**config.mk**
```make
export PLATFORM = sky130hd
export DESIGN_NAME = cofre_fsm
export DESIGN_NICKNAME = d
export VERILOG_FILES = /design/src/rtl/cofre_fsm.sv
export SDC_FILE = /design/constraint.sdc
export NUM_CORES = 1
export LEC_CHECK = 0
export BUFFER_PORTS_ARGS = -buffer_cell sky130_fd_sc_hd__buf_2
export CORE_MARGIN = 8
export CORE_UTILIZATION = 57
export CTS_BUF_LIST = sky130_fd_sc_hd__clkbuf_4 sky130_fd_sc_hd__clkbuf_8 sky130_fd_sc_hd__clkbuf_16
export CTS_CLUSTER_SIZE = 30
export DETAILED_ROUTE_END_ITERATION = 12
export GPL_TIMING_DRIVEN = 0
export PLACE_DENSITY = 0.82
export SYNTH_ARGS = -nofsm -noshare
export SYNTH_HDL_FRONTEND = slang
export SYNTH_SLANG_ARGS = --single-unit
export TNS_END_PERCENT = 50
```
**constraint.sdc**
```tcl
create_clock -name clk -period 3 [get_ports clk]
set_input_delay 0.3 -clock clk [delete_from_list [all_inputs] [get_ports clk]]
set_output_delay 0.3 -clock clk [all_outputs]
set_load 0.1 [all_outputs]
```
**src/rtl/cofre_fsm.sv**
```systemverilog
// Safe lock controller: sequences lock states from local, remote and emergency inputs,
// owns the stored password, the failed-attempt count and the timed-state tick counter.
module cofre_fsm #(
  parameter int               PWD_W       = 4,
  parameter logic [PWD_W-1:0] DEFAULT_PWD = 4'b1010,
  parameter int               AL_TICKS    = 5,
  parameter int               BLOCK_TICKS = 30
) (
  input  logic             clk,
  input  logic             reset,
  input  logic             tick,
  input  logic             close_req,
  input  logic             prog_req,
  input  logic             enter,
  input  logic [PWD_W-1:0] code,
  input  logic             emerg,
  output logic [2:0]       estado_atual,
  output logic [2:0]       estado_anterior,
  output logic [1:0]       fail_cnt
);

  // All inputs are single-cycle pulses or levels sampled on the rising edge;
  // there is no valid/ready backpressure, so every pulse is consumed or ignored in its cycle.

  typedef enum logic [2:0] {
    AB = 3'b000,
    AL = 3'b001,
    PF = 3'b010,
    FE = 3'b011,
    E1 = 3'b100,
    E2 = 3'b101,
    BL = 3'b110,
    EM = 3'b111
  } state_t;

  localparam int MAX_T = (AL_TICKS > BLOCK_TICKS) ? AL_TICKS : BLOCK_TICKS;
  localparam int CNT_W = $clog2(MAX_T) + 1;
  localparam logic [CNT_W-1:0] AL_LIM = CNT_W'(AL_TICKS);
  localparam logic [CNT_W-1:0] BL_LIM = CNT_W'(BLOCK_TICKS);

  state_t           state, state_n;
  state_t           prev;
  logic [1:0]       fail, fail_n;
  logic [PWD_W-1:0] pwd, pwd_n;
  logic [CNT_W-1:0] cnt, cnt_n, cnt_inc;
  logic             match;

  assign cnt_inc = (cnt == {CNT_W{1'b1}}) ? cnt : cnt + 1'b1;
  assign match   = (code == pwd);

  always_ff @(posedge clk or negedge reset) begin
    if (!reset) begin
      state <= AB;
      prev  <= AB;
      fail  <= 2'd0;
      pwd   <= DEFAULT_PWD;
      cnt   <= '0;
    end else begin
      state <= state_n;
      fail  <= fail_n;
      pwd   <= pwd_n;
      cnt   <= cnt_n;
      // Self-loops leave the previous-state record untouched.
      if (state_n != state) prev <= state;
    end
  end

  always_comb begin
    state_n = state;
    fail_n  = fail;
    pwd_n   = pwd;
    cnt_n   = cnt;
    if (state != EM && emerg) begin
      state_n = EM;
    end else begin
      case (state)
        EM: if (!emerg) begin
          state_n = AB;
          fail_n  = 2'd0;
        end
        AB: begin
          if (prog_req) begin
            state_n = PF;
          end else if (close_req) begin
            state_n = AL;
            cnt_n   = '0;
          end
        end
        AL: if (tick) begin
          if (cnt_inc >= AL_LIM) state_n = FE;
          else                   cnt_n   = cnt_inc;
        end
        PF: if (enter) begin
          pwd_n   = code;
          state_n = FE;
        end
        FE, E1, E2: if (enter) begin
          if (match) begin
            state_n = AB;
            fail_n  = 2'd0;
          end else if (state == FE) begin
            state_n = E1;
            fail_n  = 2'd1;
          end else if (state == E1) begin
            state_n = E2;
            fail_n  = 2'd2;
          end else begin
            state_n = BL;
            fail_n  = 2'd3;
            cnt_n   = '0;
          end
        end
        BL: if (tick) begin
          if (cnt_inc >= BL_LIM) begin
            state_n = FE;
            fail_n  = 2'd0;
          end else begin
            cnt_n = cnt_inc;
          end
        end
        default: state_n = AB;
      endcase
    end
  end

  assign estado_atual    = state;
  assign estado_anterior = prev;
  assign fail_cnt        = fail;

endmodule

```
# After elaboration in Yosys (flattened, before gate mapping)
# Index checks and enable logic that the tools add are counted.
# classes
n_reduce_logical,8
muxes,34
n_eq_ne,23
magnitude_cmp,2
n_addsub,1
n_bitwise,1
# op_table
operator,n
6-bit two-way mux,11
3-bit two-way mux,11
"2-bit inequality test, second input constant",12
6-bit case mux with 4 select lines,1
3-bit case mux with 6 select lines,1
2-bit two-way mux,8
"3-bit equality test, second input constant",4
12-bit AND reduction,1
"6-bit by 1-bit adder with 6-bit output, second input constant",1
"3-bit by 2-bit equality test with 1-bit output, second input constant",2
"6-bit equality test, second input constant",1
"6-bit by 3-bit greater-or-equal comparator with 1-bit output, second input constant",1
"6-bit by 5-bit greater-or-equal comparator with 1-bit output, second input constant",1
2-bit case mux with 3 select lines,1
6-bit AND reduction,1
4-bit equality test,1
4-bit nonzero test,1
"3-bit by 1-bit equality test with 1-bit output, second input constant",1
3-bit logical NOT,1
3-bit inequality test,1
"3-bit inequality test, second input constant",1
3-bit AND reduction,1
3-bit nonzero test,1
3-bit OR reduction,1
other kinds (3),3
# word_totals
input_bits,11
ff_bits,18
output_inout_bits,8
elab_cells,74

# Depth between registers and ports, before layout
# depth
ltp_word,8
ltp_mapped,11
mapped_depth_nobuf,10

# Least setup slack after synthesis
# OpenSTA, ideal clock, no wires.
# synth_timing
path_type,register -> register
startpoint,reg state[1] (netlist: estado_atual[1])
endpoint,reg prev[2] (netlist: estado_anterior[2])
path_buffers,1
synth_period_minus_slack_ns,2.907
required_ns,2.872
setup_time_ns,0.128
arrival_time_ns,2.780
path_slack_ns,0.093
path_stages_with_launch,9
path_cell_list,dfrtp_1 -> buf_2 -> clkinv_1 -> nand3_1 -> a21oi_1 -> or3_4 -> or3_4 -> a22oi_1 -> mux2_1
# synth_between
elab_chain_cells,8
elab_cells_between_ends,26
cone_classes,eq/ne: 9; mux: 14; reduce/logical: 3
# synth_lines
element,line,source
start: declaration,41,"state_t state, state_n;"
start signal: assignment,59,state <= state_n;
3-bit equality test,"76, 104",
2-bit two-way mux,104,end else if (state == E1) begin
2-bit two-way mux,101,end else if (state == FE) begin
3-bit two-way mux,98,if (match) begin
3-bit two-way mux,97,"FE, E1, E2: if (enter) begin"
3-bit case mux with 6 select lines,76,case (state)
3-bit two-way mux,73,if (state != EM && emerg) begin
3-bit inequality test *,64,if (state_n != state) prev <= state;
end signal: assignment,64,
end: declaration,42,state_t prev;
# Mark *: on every way between the ends. The rest lies on a longest branch, timed or not.
# A chain may end at the register's enable or synchronous reset.

# Worst setup path after layout
# layout_timing
startpoint,reg cnt[0]
endpoint,reg prev[2] (netlist: estado_anterior[2])
# layout_between
elab_chain_cells,8
elab_cells_between_ends,12
cone_classes,add/sub: 1; order compare: 2; eq/ne: 2; mux: 7
# layout_lines
element,line,source
start: declaration,45,"logic [CNT_W-1:0] cnt, cnt_n, cnt_inc;"
start signal: assignment,62,cnt <= cnt_n;
6-bit by 1-bit adder with 6-bit output / 6-bit equality test (equally long branches),48,assign cnt_inc = (cnt == {CNT_W{1'b1}}) ? cnt : cnt + 1'b1;
6-bit two-way mux *,48,
6-bit by 5-bit greater-or-equal comparator with 1-bit output / 6-bit by 3-bit greater-or-equal comparator with 1-bit output (equally long branches),"114, 90",
"3-bit two-way mux, on equally long branches","114, 90",
"3-bit two-way mux, on equally long branches","113, 89",
3-bit case mux with 6 select lines *,76,
3-bit two-way mux *,73,
3-bit inequality test *,64,
# Marked as above.

==> flow_summary.ini <==
[die]
boundaryPins = 19
die_x_um = 65.74
core.rowCount = 18
core_area_um2 = 2410
floorplan.initialDensity_pct = 58.52
die_area_um2 = 4321
fp.dieH_um = 65.74

[finish]
postLayoutCoreUtil_pct = 65.78
area.sequential_um2 = 452.9
multi_input_area_um2 = 863.3
diodes = 0
drive_gt1_share_pct = 24.74
nets = 205
final_cell_count_no_fill = 220
fillers = 204
area.growth.synth_to_final_pct = 12.42

[yosys]
ys.warnings.count = 0
seq_area_frac_synth_pct = 32.12
synth_cell_types = 50
yosys.area_share.simple_pct = 24.13
avgSynthCellArea_um2 = 8.393
synth-main-ff-cell = dfrtp_1
synth-edff-count = 0
synthAdderAreaFrac_pct = 2.662
syn-instance-count = 168
muxShareOfSynthArea_pct = 3.993
synthTopCellsByArea = dfrtp_1 28%, dfstp_2 3.7%, nand2_1 3.5%
yosysTopAreaCell = dfrtp_1
synth_top_family_by_area = compound AO/OA/AOI/OAI gates
synth_top_area_share_pct = 28.39
ys_ff_latch = 18
synth_compound_area_share_pct = 26.44
synthArstFlopShare_pct = 100.0
netlist_area_um2 = 1410
synth_nets = 182
synth_xor_area_share_pct = 3.106

[route]
drtIter0Drc = 90
dr.pass1.iters = 4
ant_nets = 0
wl_um = 3466
wire_per_inst_um = 15.75
remaining_drc_errors = 0
via_per_inst = 6.277
route.vias.total = 1381

[global_routing]
grt_usage_pct = 16.69
grt-ovfl-total = 0
antenna_found_initial = 0
grt_pass1_wl_um = 5809
grt_pass1_vias = 1343
grt_start_max_net_pins = 19

[worst_setup_path]
crit_family = compound AO/OA/AOI/OAI gates
crit_fanout = 9
crit_path_max_incr_delay_ns = 0.45
crit_buf_inv = 2
required_ns = 3.19
cp-end-kind = register
start_kind = register
slowest_stage = or3b_2
criticalPathCategory = register to register
cp_data_arrival_time_ns = 3.04
crit_chain = buf_2 > inv_1 > ha_1 > or3b_2 > a31oi_1 > o311ai_2 > a211oi_2 > o31ai_1 > a22oi_1 > mux2_1

[timing]
min_period_ns = 2.849
hold_viol_final = 0
fin_tns_setup_ns = 0
finalCritPeriodShare_pct = 94.96
holdWs_ns = 0.2576
max_freq_mhz = 351.0
rsz0062_at_grt = false
worstMarginPinSlew_ns = 0.8700
maxSlewHeadroom_pct = 41.47
setup_viol = 0
drv_slew = 0
finalClockSkew_ns = 0.001149

[pwr]
irDropWorstVdd_uv = 803.8
powerDensity_nw_per_um2 = 913.0
p_total_uw = 1447
static-leakage-power_uw = 0.0007102

[flow_run]
cap_violations = 0

[cts]
h-tree-depth = 1
cts_setup_buffers = 0
cts_made_buffers = 3
cts_tree = done
cts_max_path_buffers = 2
clk_pin_slew_worst_paths_ns = 0.10
insertion_delay_ns = 0.29
numClockSinks = 18
root_buffer = clkbuf_4

[place]
io_buffers = 17
place_hpwl_um = 2579
globalplace.congestion = 0.8927
dp_cells = 215

[run_status]
status = finished, final reports clean

[worst_hold_path]
hold_path_class = primary input to register
==> routing by layer <==
metal	vias to the layer above	global-route usage, %	part of all wire [%]
met5	-	0	0
met4	0	10.08	2.5
met3	14	4.252	8.8
met2	67	25.94	49
met1	639	20.18	40
li1	661	-	-
==> repair_timing <==
item	in CTS	in global routing
endpoints found under the hold margin	16	0
hold buffers	1	0
endpoints found under the setup margin	0	3
gates resized for setup	0	2
==> flip-flops by register name, indices dropped and copies added, names as in the netlist <==
signal	flops
pwd	4
cnt	6
fail_cnt	2
estado_anterior	3
estado_atual	3
==> report_power, final <==
group | total, µW | internal, µW | switching, µW | leakage [µW]
logic | 921 | 258 | 664 | 0.000472
registers | 388 | 332 | 56.2 | 0.000220
clock network | 138 | 60.8 | 77.4 | 0.0000184
total | 1450 | 650 | 797 | 0.000710
==> synth_stat cells (2+ instances only) <==
cell type / count
o22a_1: 2
mux2_2: 4
nand3_1: 7
nor3_1: 5
dfstp_2: 2
and2_1: 4
buf_2: 9
a211oi_1: 5
and3_1: 5
nand3b_1: 2
clkbuf_1: 3
dfrtp_1: 16
nor4_1: 2
a21o_1: 3
o211ai_1: 3
inv_1: 11
o31ai_1: 4
ha_1: 3
nor2b_1: 4
nor2_1: 9
nand2_1: 13
or3_4: 2
xor2_1: 4
a21oi_1: 9
a31oi_1: 5
o21ai_0: 6
and4_1: 2
or2_2: 2
==> cells in the final DEF (no fill, tap or decap), types with 2 or more instances in the layout <==
cell type,count
a211oi_1,4
a211oi_2,2
a21o_1,3
a21oi_1,9
a31oi_1,5
and2_1,4
and3_1,5
and4_1,2
buf_2,26
clkbuf_1,3
clkbuf_4,4
dfrtp_1,16
dfstp_2,2
ha_1,3
inv_1,11
mux2_2,4
nand2_1,13
nand3_1,7
nand3b_1,2
nor2_1,9
nor2b_1,4
nor3_1,5
nor4_1,2
o211ai_1,3
o21ai_0,6
o22a_1,2
o31ai_1,4
or2_2,2
or3_4,2
xor2_1,4
==> logic make-up (layout without fill, tap and decap cells) <==
logic type | after synthesis | after routing
flops | 18 | 18
xor+xnor | 5 | 5
fa+ha+maj | 3 | 3
simple gates | 61 | 61
buf+inv | 25 | 47
compound gates | 51 | 51
mux | 5 | 5
==> per-stage QoR <==
stage | worst slack, ns | area, µm²
3_3_place_gp | 0.2216 | 1533
4_1_cts | 0.1231 | 1573
6_report | 0.1511 | 1585
2_1_floorplan | 0.09270 | 1410
3_5_place_dp | 0.1466 | 1533
5_1_grt | 0.01252 | 1585
==> cell type report <==
cell class	instances	area share [%]
Multi-Input combinational cell	125	54.46
Sequential cell	18	28.57
Timing Repair Buffer	18	5.998
Buffer	13	3.867
Inverter	12	2.841
Tap cell	30	2.368
Clock buffer	4	1.894
==> path summary, 6_finish.rpt <==
check | cells past startpoint | slack (ns) | startpoint | end
hold / removal | 2 | 0.26 | code[2] | pwd[2]
setup reg to reg | 10 | 0.15 | cnt[0] | estado_anterior[2]
hold reg to reg | 2 | 0.49 | fail_cnt[0] | fail_cnt[0]
min in group asynchronous | 2 | 0.45 | reset | cnt[2]
max in group asynchronous | 2 | 2.22 | reset | pwd[1]
setup / recovery | 10 | 0.15 | cnt[0] | estado_anterior[2]
No activity file was read; power rests on OpenSTA's default activity.
